File: src/rtl/dyuv_line_sequencer.sv
// ============================================================================
// dyuv_line_sequencer: per-scanline controller for the delta-YUV decoder.
// Rev 1.0 - initial release
// ============================================================================
`default_nettype none

module dyuv_line_sequencer #(
  parameter int          CNT_W     = 10,
  parameter logic [23:0] RESET_YUV = 24'h108080
) (
  input  logic             clk,
  input  logic             reset,
  input  logic             line_start,
  input  logic             dyuv_enable,
  input  logic [CNT_W-1:0] line_width,
  input  logic             start_yuv_we,
  input  logic [23:0]      start_yuv_in,
  output logic [23:0]      dec_start_yuv,
  output logic             dec_reset,
  input  logic             dec_write,
  output logic             dec_strobe,
  output logic             pix_valid,
  input  logic             pix_ready,
  output logic [CNT_W-1:0] pix_x,
  output logic             line_done,
  output logic             busy,
  output logic             overrun
);

  typedef enum logic [1:0] {
    IDLE  = 2'd0,
    ARM   = 2'd1,
    RUN   = 2'd2,
    FLUSH = 2'd3
  } state_t;

  localparam logic [CNT_W-1:0] c_one = {{(CNT_W-1){1'b0}}, 1'b1};

  state_t           r_state;
  logic [CNT_W-1:0] r_width;
  logic [CNT_W-1:0] r_pix_x;
  logic [23:0]      r_shadow;
  logic [23:0]      r_active;
  logic             r_overrun;

  logic w_accept;
  logic w_last;
  logic w_take;

  assign w_accept = line_start & dyuv_enable;
  assign w_last   = (r_pix_x == (r_width - c_one));
  // A line_start in RUN pre-empts the pixel, so the decoder is not acknowledged.
  assign w_take   = (r_state == RUN) & ~line_start & ~reset;

  assign pix_valid     = w_take & dec_write;
  assign dec_strobe    = w_take & dec_write & pix_ready;
  assign dec_reset     = reset | (r_state == ARM) | (r_state == FLUSH);
  assign line_done     = ~reset & (r_state == FLUSH);
  assign busy          = ~reset & (r_state != IDLE);
  assign pix_x         = r_pix_x;
  assign overrun       = r_overrun;
  assign dec_start_yuv = r_active;

  always_ff @(posedge clk) begin
    if (reset) begin
      r_state   <= IDLE;
      r_width   <= '0;
      r_pix_x   <= '0;
      r_shadow  <= RESET_YUV;
      r_active  <= RESET_YUV;
      r_overrun <= 1'b0;
    end else begin
      if (start_yuv_we)
        r_shadow <= start_yuv_in;
      // Write-through lets a same-cycle register write reach this line.
      if (w_accept)
        r_active <= start_yuv_we ? start_yuv_in : r_shadow;

      if (r_state == IDLE) begin
        if (w_accept) begin
          r_width <= line_width;
          r_pix_x <= '0;
          r_state <= ARM;
        end
      end else if (line_start) begin
        r_overrun <= 1'b1;
        if (dyuv_enable) begin
          r_width <= line_width;
          r_pix_x <= '0;
          r_state <= ARM;
        end else begin
          r_state <= FLUSH;
        end
      end else begin
        case (r_state)
          ARM:   r_state <= (r_width == '0) ? FLUSH : RUN;
          RUN: begin
            if (dec_strobe) begin
              if (w_last)
                r_state <= FLUSH;
              else
                r_pix_x <= r_pix_x + c_one;
            end
          end
          FLUSH: r_state <= IDLE;
          default: r_state <= IDLE;
        endcase
      end
    end
  end

endmodule

`default_nettype wire

File: config.mk
export PLATFORM = sky130hd
export DESIGN_NAME = dyuv_line_sequencer
export DESIGN_NICKNAME = d
export VERILOG_FILES = /design/src/rtl/dyuv_line_sequencer.sv
export SDC_FILE = /design/constraint.sdc
export NUM_CORES = 1
export LEC_CHECK = 0
export ABC_AREA = 0
export ABC_CLOCK_PERIOD_IN_PS = 6100
export BUFFER_PORTS_ARGS = -buffer_cell sky130_fd_sc_hd__buf_4
export CAP_MARGIN = 20
export CORE_ASPECT_RATIO = 1.4
export CORE_MARGIN = 5
export CORE_UTILIZATION = 47
export DETAILED_ROUTE_END_ITERATION = 6
export GPL_ROUTABILITY_DRIVEN = 0
export GPL_TIMING_DRIVEN = 0
export PLACE_DENSITY = 0.73
export SETUP_SLACK_MARGIN = 0.15
export SLEW_MARGIN = 20
export SYNTH_ARGS = -nofsm -noshare
export SYNTH_HDL_FRONTEND = slang
export SYNTH_SLANG_ARGS = --single-unit
File: constraint.sdc
create_clock -name clk -period 6.1 [get_ports clk]
set_input_delay 0 -clock clk [delete_from_list [all_inputs] [get_ports clk]]
set_output_delay 0 -clock clk [all_outputs]
set_load 0.01 [all_outputs]
==> flow_summary.toml, run 1 <==
[run_status]
status = "finished, final reports clean"

[setup_path]
path_class = "reg2reg"
crit_fanout = 10
arrival_ps = 2770
start_kind = "register"
worst_setup_path_end_kind = "register"
critical_path_required_ps = 6390
r2r_slack_ps = 3610

[finish]
drive_gt1_share_pct = 23.42
syn2layout_area_growth_pct = 42.38
nets = 487
diodes = 0
layoutNonFillerInstCount = 516
num-fill-cells = 490

[sta]
tns_ps = 0
fin_crit_sh_pct = 40.79
slew_viol_final = 0
rsz0062_at_grt = "no"
tightest_slew_ps = 767.9
setup_viol = 0
worst_slack_ps = 3612
min_period_ps = 2488
max_freq_ghz = 0.4019
maxSlewHeadroom_pct = 48.81
hold_slack_ps = 99.40
skew_ps = 6.603
finalHoldViolCount = 0

[drt]
drtAntennaViolNets = 0
drt_iter0_markers = 160
vias = 2721
routed_wl_mm = 7.633
drt_first_pass_iters = 4
wl_per_cell_um = 14.79
vias_per_cell = 5.273
drc = 0

[synthesis]
synth-xor-area-share_pct = 2.630
synth_top_family_by_area = "compound AO/OA/AOI/OAI gates"
synth_edf_count = 0
muxShareOfSynthArea_pct = 8.434
synth_compound_area_share_pct = 17.58
ys.warnings.count = 0
synth_nets = 363
avgSynthCellArea_um2 = 9.513
yosys-top-cells-area = "dfxtp_1, mux2i_1, o22a_1"
yosysMostFrequentCell = "dfxtp_1"
ys_types = 43
synth_fa_ha_area_share_pct = 2.923
syn_area_um2 = 2997
synth.largest_area_cell = "dfxtp_1"
ys_ff_latch = 71
ys_top_cells_by_count = "dfxtp_1, nor2_1, nand2_1, mux2i_1, o22a_1"
syn_inst = 315
ys_seq_area_share_pct = 47.43
synthArstFlopShare_pct = 0
yosys.area_share.simple_pct = 17.49
synth_top_area_share_pct = 47.43
ys.flop_type = "dfxtp_1"

[floorplan]
start_util_pct = 48.25
core_um2 = 6211
die_x_um = 77.49
die-area_um2 = 8096
die_y_um = 104.5
io_pins = 81
rows = 34

[global_routing]
grt_usage_pct = 19.67
gr-total-overflow = 0
grt_pass1_vias = 2758
antenna_found_initial = 0
grt_pass1_wl_mm = 13.05
grt_max_degree = 14

[cts]
clockBufferDepth = 2
cts_htree_levels = 3
holdBufCountCts = 35
clock-sinks = 71
clockRootBuffer = "clkbuf_8"
clk_pin_slew_ps = 80
postCtsSetupRepairBufs = 0
clock_latency_ps = 350
cts_resized = 0
cts_buffers = 9
cts_tree = "done"

[hold_path]
hp-class = "in2reg"

[place]
dpl.cell_count = 465
dp_slack_ps = 3610
portBuffers = 78
dp_hpwl_mm = 5.383

[run]
drv_cap = 0

[power_and_ir_drop]
leakagePower_nw = 1.925
vdd_drop_max_mv = 0.3086
power.density_nw_per_um2 = 282.2
## worst max-delay path, stage by stage (launching register included)
cell and delay (ps):
dfxtp_1 410, inv_1 100, ha_1 260, and2_1 200, o21ai_0 160, a31oi_1 100
a211o_1 340, o31ai_4 390, mux2_2 390, nor2_1 70
## path summary, 6_finish.rpt
kind | start | endpoint | cells after the start
hold reg to reg | overrun | overrun | 2
setup / recovery | r_width[0] | pix_x[0] | 9
hold / removal | pix_ready | r_state[1] | 4
setup reg to reg | r_width[0] | pix_x[0] | 9
## power by group
part	leakage, nW	internal [mW]	switching [mW]
registers	0.584	0.498	0.0214
clock network	0.121	0.275	0.183
logic	1.22	0.117	0.110
## state kept, by name, summed over array words and instances, names as in the netlist
signal         cells
r_state            2
dec_start_yuv     24
pix_x             10
r_width           10
r_shadow          24
overrun            1
## area by class of cell
class | count | area [um^2] | share of cell area, %
repair buffers | 113 | 935.9 | 21.94
multi-input cells | 218 | 1470 | 34.46
plain buffers | 18 | 75.07 | 1.760
flip-flops and latches | 71 | 1421 | 33.31
clock inverters | 6 | 116.4 | 2.727
clock buffers | 10 | 127.6 | 2.991
inverters | 8 | 30.03 | 0.7038
well taps | 72 | 90.09 | 2.111
## routing by layer
layer  track usage, %  share of wire, %
met3            6.499               7.2
met1            21.96                39
met4            6.634               1.5
met2            34.46                52
met5                0                 0
## cell usage in the layout, fill, tap and decap left out, types with 7 or more instances in the layout
cell type,instances
clkbuf_1,14
ha_1,7
buf_4,78
o21ai_0,7
mux2i_1,23
dfxtp_1,71
a21oi_1,20
nand2_1,28
clkbuf_8,9
dlygate4sd3_1,35
o22a_1,22
nor2_1,33
inv_1,8
## per-stage QoR
step	utilization (%)	power [mW]	instance area [um^2]
final	68.69	1.204	4267
after global routing	68.69	1.260	4267
after CTS	68.69	1.210	4267
after detailed placement	59.13	0.7381	3672
after global placement	59.13	0.7313	3672
after floorplan	-	0.6537	2997
## cell families (layout without fill, tap and decap cells)
| kind of cell | after synthesis | count (layout) |
|---|---|---|
| AOI/OAI and AO/OA | 73 | 73 |
| xor gates and xnor gates | 9 | 9 |
| adders and majority gates | 7 | 7 |
| buffers and inverters | 26 | 155 |
| DFF | 71 | 71 |
| muxes | 25 | 25 |
| and+or+nand+nor | 104 | 104 |
Power figures use the tool's default switching activity.
==> run 2: changes to the inputs <==
- ABC_CLOCK_PERIOD_IN_PS: 6100 -> 2400
- clock period: 6.1 -> 2.4 ns (I/O delays scaled with it)
==> flow_summary.toml, run 2 (synthesized netlist as in run 1, its figures left out) <==
[global_routing]
antenna_found_initial = 0
gr-total-overflow = 0
grt_max_degree = 14
grt_pass1_wl_mm = 13.43
grt_usage_pct = 20.28
grt_pass1_vias = 2850

[drt]
routed_wl_mm = 8.034
drtAntennaViolNets = 0
wl_per_cell_um = 15.33
drt_iter0_markers = 131
drt_first_pass_iters = 4
drc = 0
vias_per_cell = 5.298
vias = 2776

[hold_path]
holdPathStages = 4
hp-class = "in2reg"
worstHoldStart = "pix_ready"
hold_end = "r_state[1]"

[setup_path]
cp_slowest_cell = "a211o_2"
r2r_slack_ps = 130
start_kind = "register"
worst_setup_path_end_kind = "register"
arrival_ps = 2540
crit_fanout = 6
cp_cell_sequence = "nor4_4 -> and3b_1 -> nor2_1 -> a211o_2 -> o31ai_4 -> buf_4 -> o21ai_1 -> a21oi_1"
reg2reg_from = "r_width[2]"
path_class = "reg2reg"
r2r-end = "pix_x[8]"
reg2reg_depth = 8
critical_path_required_ps = 2660
cpPeakStageDelay_ps = 410

[finish]
seqCellArea_um2 = 1435
layoutNonFillerInstCount = 524
nets = 495
syn2layout_area_growth_pct = 48.43
layout_common_cells = "buf_4, dfxtp_1, dlygate4sd3_1"
drive_gt1_share_pct = 30.09
num-fill-cells = 471
stdcell_area_um2 = 4448
multi_input_area_um2 = 1580
mostFrequentLayoutCell = "buf_4"
diodes = 0

[sta]
tns_ps = 0
slew_viol_final = 0
worst_slack_ps = 128.5
skew_ps = 6.011
rsz0062_at_grt = "yes"
maxSlewHeadroom_pct = 48.16
finalHoldViolCount = 0
max_freq_ghz = 0.4402
min_period_ps = 2271
tightest_slew_ps = 777.6
setup_viol = 0
fin_crit_sh_pct = 94.65

[cts]
clk_pin_slew_ps = 70
clock_latency_ps = 340
clock-sinks = 71
cts_buffers = 9
clockRootBuffer = "clkbuf_8"
cts_tree = "done"
clockBufferDepth = 2
cts_htree_levels = 3

[floorplan]
die_y_um = 104.5
die_x_um = 77.49
io_pins = 81
start_util_pct = 48.25
die-area_um2 = 8096
rows = 34
core_um2 = 6211

[power_and_ir_drop]
vdd_drop_max_mv = 0.7815
power.density_nw_per_um2 = 694.1
leakagePower_nw = 1.988

[place]
dpl-instance-area_um2 = 3672
dp_slack_ps = -89.74
dpl.cell_count = 465
portBuffers = 78
dp_hpwl_mm = 5.383

[run_status]
status = "finished, final reports clean"

[run]
drv_cap = 0
## run 2: per-layer routing
metal	wire (um)	vias to the layer above	GRT usage (%)
met3	578	14	6.499
li1	-	1388	-
met5	0	-	0
met2	4250	89	36.20
met4	138	0	7.125
met1	3067	1285	22.02
## run 2: critical path, delay by kind of cell (launching register included)
| kind | cells | cell delay (ps) |
|---|---|---|
| and+or+nand+nor | 3 | 620 |
| AOI/OAI and AO/OA | 4 | 1000 |
| buffers and inverters | 1 | 210 |
| DFF | 1 | 370 |
## run 2: cell type report
| cell class | instances | area share (%) |
|---|---|---|
| buffer | 18 | 1.716 |
| clock buffer | 10 | 2.869 |
| clock inverter | 6 | 2.616 |
| inverter | 8 | 0.6751 |
| multi-input combinational | 219 | 35.53 |
| sequential | 71 | 32.26 |
| tap | 72 | 2.025 |
| timing repair buffer | 120 | 22.31 |
## run 2: metrics by stage
| stage | util [%] | power, mW | hold slack (ps) |
|---|---|---|---|
| finish | 71.62 | 3.087 | 104.9 |
| global route | 71.62 | 3.239 | 163.5 |
| CTS | 69.94 | 3.092 | 99.24 |
| detailed placement | 59.13 | 1.876 | 241.2 |
| global placement | 59.13 | 1.859 | 239.4 |
| floorplan | - | 1.661 | 136.0 |
## run 2: power breakdown
| group | total, mW | switching [mW] | internal [mW] |
|---|---|---|---|
| Combinational | 0.608 | 0.296 | 0.312 |
| Sequential | 1.32 | 0.0551 | 1.26 |
| Clock | 1.16 | 0.459 | 0.700 |
## run 2: worst max-delay path by stage
stage	from	end	slack (ps)	cells after the start
6_report	r_width[2]	pix_x[8]	130	8
5_1_grt	r_width[2]	pix_x[8]	-20	8
4_1_cts	r_width[1]	pix_x[7]	120	9
3_5_place_dp	r_width[0]	pix_x[0]	-90	9
3_3_place_gp	r_width[0]	pix_x[0]	-50	9
2_1_floorplan	r_width[0]	pix_x[6]	170	9
## run 2: what timing repair did
| action | CTS | global route |
|---|---|---|
| hold endpoints to repair | 37 | 0 |
| pin swaps | 9 | 9 |
| gates resized for setup | 13 | 25 |
| setup buffers | 4 | 2 |
| cloned | 2 | 0 |
| endpoints found under the setup margin | 11 | 12 |
| hold buffers | 35 | 0 |
